[config.mk]
export PLATFORM = sky130hd
export DESIGN_NAME = oc_rotate_ctrl
export DESIGN_NICKNAME = d
export VERILOG_FILES = /design/src/rtl/oc_rotate_pkg.sv /design/src/rtl/oc_rotate_skid.sv /design/src/rtl/oc_rotate_ctrl.sv
export SDC_FILE = /design/constraint.sdc
export NUM_CORES = 1
export LEC_CHECK = 0
export CAP_MARGIN = 25
export CORE_MARGIN = 2
export CORE_UTILIZATION = 34
export DETAILED_ROUTE_END_ITERATION = 16
export PLACE_DENSITY = 0.85
export SYNTH_ARGS = -nofsm -noshare
export SYNTH_HDL_FRONTEND = slang
export SYNTH_HIERARCHICAL = 1
export SYNTH_SLANG_ARGS = --single-unit
[constraint.sdc]
create_clock -name clk -period 1.8 [get_ports clk]
set_clock_uncertainty 0.1 [all_clocks]
set_input_delay 0.18 -clock clk [delete_from_list [all_inputs] [get_ports clk]]
set_output_delay 0.18 -clock clk [all_outputs]
set_load 0.05 [all_outputs]
[src/rtl/oc_rotate_pkg.sv]
// Shared constants, state codes and command bundle
// for the operand-collector rotate controller.
package oc_rotate_pkg;

   localparam int NUM_WARP_LOG     = 2;
   localparam int SIZE_REGFILE_BR  = 5;
   localparam int REGFILE_BR_INDEX = NUM_WARP_LOG + SIZE_REGFILE_BR;
   localparam int SIZE_DATA        = 32;
   localparam int DRAIN_CYCLES     = 4;

   localparam logic [2:0] ST_IDLE    = 3'd0;
   localparam logic [2:0] ST_DRAIN   = 3'd1;
   localparam logic [2:0] ST_SAVE    = 3'd2;
   localparam logic [2:0] ST_RESTORE = 3'd3;
   localparam logic [2:0] ST_DONE    = 3'd4;

   localparam logic ROT_OP_SAVE    = 1'b0;
   localparam logic ROT_OP_RESTORE = 1'b1;

   typedef struct packed {
      logic                    op;
      logic [NUM_WARP_LOG-1:0] warp;
   } rotCmd_t;

endpackage

[src/rtl/oc_rotate_skid.sv]
// Single-entry registered output stage for the save stream.
// A new load always wins over draining the held word.
module oc_rotate_skid
   import oc_rotate_pkg::*;
#(
   parameter int Width = SIZE_DATA
) (
   input  logic             clk,
   input  logic             reset,
   input  logic             load,
   input  logic             ready,
   input  logic [Width-1:0] loadData,
   input  logic             loadLast,
   output logic             valid,
   output logic [Width-1:0] data,
   output logic             last
);

   // hold the word until it handshakes or is replaced
   always_ff @(posedge clk or negedge reset) begin
      if (!reset) begin
         valid <= 1'b0;
         data  <= '0;
         last  <= 1'b0;
      end else if (load) begin
         valid <= 1'b1;
         data  <= loadData;
         last  <= loadLast;
      end else if (ready) begin
         valid <= 1'b0;
      end
   end

endmodule

[src/rtl/oc_rotate_ctrl.sv]
// Spills or fills one warp's register context through
// the operand-collector bank rotate port.
module oc_rotate_ctrl
   import oc_rotate_pkg::*;
#(
   parameter int DrainCycles = DRAIN_CYCLES
) (
   input  logic                        clk,
   input  logic                        reset,
   input  logic                        cmd_valid_i,
   output logic                        cmd_ready_o,
   input  logic                        cmd_op_i,
   input  logic [NUM_WARP_LOG-1:0]     cmd_warp_i,
   output logic                        busy_o,
   output logic                        done_o,
   output logic                        error_o,
   output logic                        stall_o,
   output logic                        rotate_o,
   output logic                        rotateValid_o,
   output logic                        rotateWE_o,
   output logic [REGFILE_BR_INDEX-1:0] rotateRegAddr_o,
   output logic [SIZE_DATA-1:0]        rotateDin_o,
   input  logic [SIZE_DATA-1:0]        rotateDout_i,
   output logic                        out_valid_o,
   input  logic                        out_ready_i,
   output logic [SIZE_DATA-1:0]        out_data_o,
   output logic                        out_last_o,
   input  logic                        in_valid_i,
   output logic                        in_ready_o,
   input  logic [SIZE_DATA-1:0]        in_data_i,
   input  logic                        in_last_i
);

   logic [2:0]                 state;
   rotCmd_t                    cmdQ;
   logic [SIZE_REGFILE_BR-1:0] idx;
   logic [3:0]                 drainCnt;
   logic                       exhausted;
   logic                       errQ;

   logic isIdle, isDrain, isSave, isRestore, isDone;
   logic accept, lastIdx, load, wrEn, saveEnd;

   assign isIdle    = (state == ST_IDLE);
   assign isDrain   = (state == ST_DRAIN);
   assign isSave    = (state == ST_SAVE);
   assign isRestore = (state == ST_RESTORE);
   assign isDone    = (state == ST_DONE);

   assign accept  = cmd_valid_i && isIdle;
   assign lastIdx = (idx == '1);
   assign load    = isSave && !exhausted
                 && (!out_valid_o || out_ready_i);
   assign wrEn    = isRestore && in_valid_i;
   assign saveEnd = isSave && exhausted && out_valid_o
                 && out_ready_i && out_last_o;

   assign cmd_ready_o     = isIdle;
   assign busy_o          = !isIdle;
   assign done_o          = isDone;
   assign error_o         = errQ;
   assign stall_o         = !isIdle;
   assign rotate_o        = (isSave && !exhausted) || isRestore;
   assign rotateValid_o   = rotate_o;
   assign rotateWE_o      = wrEn;
   assign rotateRegAddr_o = {cmdQ.warp, idx};
   assign rotateDin_o     = wrEn ? in_data_i : '0;
   assign in_ready_o      = isRestore;

   oc_rotate_skid #(
      .Width(SIZE_DATA)
   ) uSkid (
      .clk      (clk),
      .reset    (reset),
      .load     (load),
      .ready    (isSave && out_ready_i),
      .loadData (rotateDout_i),
      .loadLast (lastIdx),
      .valid    (out_valid_o),
      .data     (out_data_o),
      .last     (out_last_o)
   );

   // sequence IDLE -> DRAIN -> SAVE|RESTORE -> DONE
   always_ff @(posedge clk or negedge reset) begin
      if (!reset) begin
         state <= ST_IDLE;
      end else begin
         case (state)
            ST_IDLE:
               if (accept) state <= ST_DRAIN;
            ST_DRAIN:
               if (drainCnt == 4'd1)
                  state <= (cmdQ.op == ROT_OP_RESTORE)
                         ? ST_RESTORE : ST_SAVE;
            ST_SAVE:
               if (saveEnd) state <= ST_DONE;
            ST_RESTORE:
               if (wrEn && lastIdx) state <= ST_DONE;
            ST_DONE:
               state <= ST_IDLE;
            default:
               state <= ST_IDLE;
         endcase
      end
   end

   // latch the command, count the drain, walk the index
   always_ff @(posedge clk or negedge reset) begin
      if (!reset) begin
         cmdQ      <= '0;
         idx       <= '0;
         drainCnt  <= '0;
         exhausted <= 1'b0;
      end else if (accept) begin
         cmdQ.op   <= cmd_op_i;
         cmdQ.warp <= cmd_warp_i;
         idx       <= '0;
         drainCnt  <= 4'(DrainCycles);
         exhausted <= 1'b0;
      end else begin
         if (isDrain) drainCnt <= drainCnt - 4'd1;
         if (load || wrEn) idx <= idx + 1'b1;
         if (load && lastIdx) exhausted <= 1'b1;
      end
   end

   // sticky framing error: last marker must sit on index 31
   always_ff @(posedge clk or negedge reset) begin
      if (!reset) begin
         errQ <= 1'b0;
      end else if (accept) begin
         errQ <= 1'b0;
      end else if (wrEn && (in_last_i != lastIdx)) begin
         errQ <= 1'b1;
      end
   end

endmodule

; ---- Yosys cells after proc, flatten, opt, wreduce, memory -nomap -nowiden
; Cells that the tools add are included.
[classes]
reduce_logical = 25
muxes = 17
n_eq_ne = 11
add_sub_neg = 2
[ops]
columns = operator, n
row1 = two-way mux 32 bit, 1
row2 = logical AND 1 bit, 12
row3 = two-way mux 3 bit, 4
row4 = case mux 3 bit (4 select lines), 1
row5 = two-way mux 5 bit, 2
row6 = nonzero test 2 bit, 5
row7 = two-way mux 4 bit, 2
row8 = "inequality test 2 x 1 -> 1 bit, second input constant", 4
row9 = two-way mux 1 bit, 7
row10 = "== test 3 x 2 -> 1 bit, second input constant", 2
row11 = "adder 5 x 1 -> 5 bit, second input constant", 1
row12 = "== test 5 bit, second input constant", 1
row13 = "== test 4 x 1 -> 1 bit, second input constant", 1
row14 = AND reduction 4 bit, 1
row15 = "subtractor 4 x 1 -> 4 bit, second input constant", 1
row16 = "== test 3 x 1 -> 1 bit, second input constant", 1
row17 = "== test 3 bit, second input constant", 1
row18 = zero test 1 bit, 3
row19 = zero test 3 bit, 1
row20 = logical OR 1 bit, 3
row21 = inequality test 1 bit, 1
[word_totals]
ff_bits = 51
elab_cells = 65
in_bits = 73
out_inout_bits = 82

; ---- Logic depth before layout (Yosys ltp)
; Gate-level depths: netlist (run 1).
[logic_depth]
ltp_word = 7
mapped_depth = 7
ltp_nobuf = 7

; ---- Cells and area by module
; The synthesis (run 1) kept the hierarchy.
[by_module_without_submodules]
columns = mod, cells_each, n_inst, area_each_um2, seq_area_each_um2
row1 = oc_rotate_skid, 73, 1, 1413.9, 850.8
row2 = oc_rotate_ctrl, 130, 1, 1158.6, 425.4

; ---- Worst setup path after synthesis (run 1)
; No wires, ideal clock.
[synth_timing]
path_type = reg-to-reg
start = reg state[1]
end = reg state[1]
n_path_buf = 1
t_arrival_ns = 2.179
setup_ns = 0.125
stages_incl_launch_ff = 6
t_required_ns = 1.575
path_slack_ns = -0.604
cell_sequence = dfrtp_1 -> buf_4 -> nor3_2 -> inv_2 -> o211ai_2 -> mux2_4
[synth_lines]
columns = item, line_no
row1 = start: declaration, oc_rotate_ctrl.sv:34  ; logic [2:0] state;
row2 = start signal: assignment, oc_rotate_ctrl.sv:94  ; state <= (cmdQ.op == ROT_OP_RESTORE)
row3 = zero test 3 bit *, oc_rotate_ctrl.sv:44  ; assign isIdle = (state == ST_IDLE);
row4 = net cmd_ready_o, oc_rotate_ctrl.sv:11  ; output logic cmd_ready_o,
row5 = logical AND 1 bit, oc_rotate_ctrl.sv:50  ; assign accept = cmd_valid_i && isIdle;
row6 = inequality test 2 x 1 -> 1 bit (no line), -
row7 = AND reduction 4 bit (no line), -
; The timed path passes the listed nets; every way through them passes the cells marked *.
; A chain may end at the register's enable or synchronous reset.

; ---- Worst setup path after layout (run 1)
[layout_timing]
start = reg state[2]
end = out rotateDin_o[2]
[layout_via]
elab_chain_len = 3
[layout_lines]
columns = item, line_no
row1 = == test 3 x 2 -> 1 bit, oc_rotate_ctrl.sv:47  ; assign isRestore = (state == ST_RESTORE);
row2 = logical AND 1 bit, oc_rotate_ctrl.sv:54  ; assign wrEn = isRestore && in_valid_i;
row3 = two-way mux 32 bit, oc_rotate_ctrl.sv:67  ; assign rotateDin_o = wrEn ? in_data_i : '0;
row4 = end: declaration, oc_rotate_ctrl.sv:22  ; output logic [SIZE_DATA-1:0] rotateDin_o,
; No other way between the ends.

==> results of run 1 <==
-- per-stage QoR --
stage / area [sq um] / power [uW] / TNS, ns
after CTS: 5040 / 9180 / -3.79
final: 5300 / 9640 / -5.24
after detailed placement: 4720 / 8030 / -0.418
after global placement: 4720 / 7920 / -0.166
after global routing: 5300 / 10000 / -8.82
after floorplan: 2670 / 5940 / -0.775
-- where the power goes --
| part | internal, uW | total, uW | switching (uW) |
|---|---|---|---|
| Clock | 417 | 788 | 371 |
| Combinational | 3150 | 6810 | 3660 |
| Sequential | 1680 | 2040 | 354 |
| Total | 5250 | 9640 | 4390 |
-- critical path: cells and delay by family, from the launching register on --
kind	cells	cell delay (ns)
DFF	1	0.41
and+or+nand+nor	2	0.56
buffers and inverters	3	0.40
-- repair_timing --
item,4_1_cts,5_1_grt
hold buffers,1,0
pin swaps,34,5
gates resized for setup,52,37
buffers inserted,4,5
endpoints found under the setup margin,37,84
gates cloned,5,5
hold endpoints to repair,18,0
-- state kept, by name (all words and copies together) (netlist names) --
register and count:
error_o 1, exhausted 1, uSkid/last 1, drainCnt 4
uSkid/data 32, idx 5, cmdQ 1, uSkid/valid 1
state 3, rotateRegAddr_o 2
-- cell families after synthesis --
kind of cell,count (synthesis),share of synthesized area
xor+xnor,3,0.0102
simple gates,75,0.171
fa+ha+maj,4,0.0195
compound gates,12,0.0360
buf+inv,20,0.0589
mux,38,0.208
flops,51,0.496
-- routing by layer --
metal / track usage / wire, um / up-vias
met5: 0 / 0 / -
met4: 0.0480 / 155 / 0
met1: 0.222 / 3240 / 1115
met3: 0.0432 / 534 / 15
met2: 0.353 / 4720 / 106
li1: - / - / 1043
-- placed cells by master (no fill, tap or decap), types with 2 or more instances in the layout --
cell type and count:
sky130_fd_sc_hd__buf_4 28, sky130_fd_sc_hd__dfrtp_1 47, sky130_fd_sc_hd__ha_4 2, sky130_fd_sc_hd__ha_1 2, sky130_fd_sc_hd__and2_4 32, sky130_fd_sc_hd__xnor2_1 2, sky130_fd_sc_hd__buf_8 2, sky130_fd_sc_hd__buf_6 15
sky130_fd_sc_hd__dlymetal6s2s_1 18, sky130_fd_sc_hd__clkbuf_16 4, sky130_fd_sc_hd__clkbuf_1 2, sky130_fd_sc_hd__and2_1 2, sky130_fd_sc_hd__mux2i_1 4, sky130_fd_sc_hd__clkbuf_8 5, sky130_fd_sc_hd__o21ai_0 2, sky130_fd_sc_hd__dfrtp_2 4
sky130_fd_sc_hd__inv_1 4, sky130_fd_sc_hd__nand3_1 2, sky130_fd_sc_hd__nor2_1 7, sky130_fd_sc_hd__or3b_4 2, sky130_fd_sc_hd__nand2_1 14, sky130_fd_sc_hd__buf_12 40, sky130_fd_sc_hd__clkdlybuf4s50_1 83, sky130_fd_sc_hd__nor3b_2 2
sky130_fd_sc_hd__mux2_4 34, sky130_fd_sc_hd__and3_4 2, sky130_fd_sc_hd__a21oi_1 3, sky130_fd_sc_hd__nand4_1 2
-- layout make-up --
class	count	share of cell area
clock buffer	7	0.0144
clock inverter	1	0.00566
inverter	6	0.00472
multi-input combinational	132	0.256
sequential	51	0.242
tap	99	0.0234
timing repair buffer	193	0.454
-- how the worst max path moves through the flow --
stage                     slack (ns)         from             end  depth (start not counted)
after floorplan                -0.22     state[2]        state[1]                          4
after global placement         -0.04  out_ready_i  uSkid/data[29]                          5
after detailed placement       -0.05  drainCnt[1]        state[1]                          6
after CTS                      -0.14     state[2]  rotateDin_o[2]                          5
after global routing           -0.20     state[2]  rotateDin_o[2]                          5
final                          -0.14     state[2]  rotateDin_o[2]                          5
==> results by stage, run 1 <==
Clocking:
- The clock reaches the later pin of the worst-skew pair after 0.30 ns.
- The number of H-tree branching levels is 2.
- The cell at the root of the clock tree is sky130_fd_sc_hd__clkbuf_8.
- Clock-pin slew was measured on the worst setup and hold paths at 0.09 ns.
- The total clock buffers created by CTS is 5.
- No sink is reached through more buffers than the 2 on the longest clock path.
- The CTS tree is yes.
- The clock net in this run drives a total of 51 sinks.

STA:
- The number of max-slew violations in the final report is 0.
- Setup repair after global routing could not meet its margin everywhere.
- The worst slack on hold paths is 0.289 ns.
- The final number of setup-violating endpoints is 63.
- After layout, the minimum clock period comes to 1.94 ns.
- Measured against its own limit, the worst slew margin works out to 0.647.
- The pin slew with the least headroom to its limit is 0.528 ns.
- The post-route clock period utilization is 1.08.
- The hold violation count in the final report is 0.
- The maximum frequency from static timing analysis is 514 MHz.
- The final worst setup slack is -0.145 ns.

Layout:
- The net count reported at finish is 466.
- The fraction of layout instances using a drive strength above 1 is 0.487.
- The sequential cells in the finished layout cover a total of 1280 sq um.
- The area growth from synthesis to layout is 106%.
- 0 antenna diodes ended up in the layout.
- Once layout is complete, the cells apart from fillers number 489.
- The total of fill cells in the finished design is 486.
- Measured on the finished design, the core utilization comes to 0.727.
- Summing all multi-input logic gate instances after layout gives 1360 sq um.

Outcome:
- The final reports fail on negative setup slack.
- The run finished, with violations left.

Yosys:
- Counting instances in the post-synthesis netlist gives the leading cell types as sky130_fd_sc_hd__dfrtp_1 (51), sky130_fd_sc_hd__and2_1 (34), sky130_fd_sc_hd__mux2_4 (30), sky130_fd_sc_hd__nand2_1 (15), sky130_fd_sc_hd__nor2_1 (8).
- The cell taking the most area after synthesis is sky130_fd_sc_hd__dfrtp_1.
- The net count after synthesis is 280.
- The main flop type after synthesis is sky130_fd_sc_hd__dfrtp_1.
- The Yosys step of the flow raised 6 warnings.
- The fraction of post-synthesis cell area in the top cell type by area is 0.496.
- In this run, synthesis inferred 0 flip-flops with an integrated enable.
- Ranked by total cell area, the synthesized netlist is headed by sky130_fd_sc_hd__dfrtp_1 (50%), sky130_fd_sc_hd__mux2_4 (18%), sky130_fd_sc_hd__and2_1 (8.3%).
- The synthesized area per cell is 12.7 sq um.
- The flip-flop and latch count after synthesis is 51.
- Synthesis handed over a netlist of 203 instances.
- The share of flip-flops with an asynchronous set or reset after synthesis is 1.00.
- The sequential element share of the synthesized area is 0.496.
- In the post-synthesis netlist, the cell with the most instances is sky130_fd_sc_hd__dfrtp_1.
- Yosys mapped the design onto 37 distinct sky130hd cell types.
- The cell area after technology mapping is 2570 sq um.

Global routing:
- The wire length of the first global-routing pass is 12.7 mm.
- The total global routing track utilization is 0.191.
- The number of antenna violations at the first check in global routing was 0.
- The largest net degree at the start of global routing is 22.
- The total grt overflow is 0.
- The via count of the first global-routing pass came to 2444.

Place:
- Summed over all nets, the half-perimeter wirelength after detailed placement is 5.66 mm.
- Routability-driven placement finished with a final weighted congestion of 0.795.
- Prior to clock tree synthesis, the placed netlist has a worst setup slack of -0.0508 ns.
- The count of buffers inserted at the top-level ports is 154.
- The count of placed standard cells including taps is 461.

Drt:
- The first routing iteration left 84 violations.
- The final antenna-violating net count is 0.
- The final routed DRC violation total is 0.
- The routed design has 8.65 mm of wire.
- The average via count per standard cell is 4.66.
- The detailed-routing iteration count for the pre-antenna-repair pass is 4.
- For this block, the via count after detailed routing is 2279.
- The routed wirelength normalized by instance count is 17.7 um.

Die:
- The area of the die is 8280 sq um.
- The number of placement rows is 31.
- The horizontal die dimension is 91.0 um.
- For this configuration, the core starts out at a cell density of 0.353.
- For this design the top-level I/O count stands at 155.
- The total core area is 7290 sq um.
- The floorplan step set the die height to 91.0 um.

Setup path:
- For this run, the slowest stage of the critical path takes 0.41 ns.
- Data arrives at the worst endpoint at 1.66 ns.
- The maximum fanout encountered on the critical timing path is 6.
- Setup slack on the worst reg-to-reg path comes out at -0.10 ns.
- The type of the worst setup path is reg -> out.
- The number of cells on the worst reg-to-reg path is 6.
- STA puts the critical path data required time at 1.52 ns.
- STA classifies the critical path endpoint as an output pin.
- The signal on the critical path passes through buf_6 -> and4b_4 -> buf_6 -> and2_4 -> buf_12.
- The critical path's most frequent cell is sky130_fd_sc_hd__buf_6.
- The reg-to-reg critical path startpoint is drainCnt[1].
- The slowest stage of the critical path is the sky130_fd_sc_hd__dfrtp_1 cell.
- The capture instance of the worst register-to-register path is state[1].
- The worst setup path is launched from a register.

Power and ir drop:
- IR analysis of the VDD net gives a maximum drop of 0.00105 V.
- The leakage power summed over all cells is 0.00250 uW.
- For this design the ratio of total power to cell area is 1820 nW/um^2.

Job:
- The reported max-cap violation count is 0.

Min path:
- The path class of the tightest hold or removal check is in -> async.
No activity file was read; power rests on OpenSTA's default activity.
==> run 2: changes to the inputs <==
--- a/config.mk
+++ b/config.mk
@@ -8,6 +8,7 @@
 export CAP_MARGIN = 25
 export CORE_MARGIN = 2
 export CORE_UTILIZATION = 34
+export CTS_CLUSTER_SIZE = 10
 export DETAILED_ROUTE_END_ITERATION = 16
 export PLACE_DENSITY = 0.85
 export SYNTH_ARGS = -nofsm -noshare
==> results of run 2 <==
No change in the layout: final DEF, timing and power equal those of run 1.
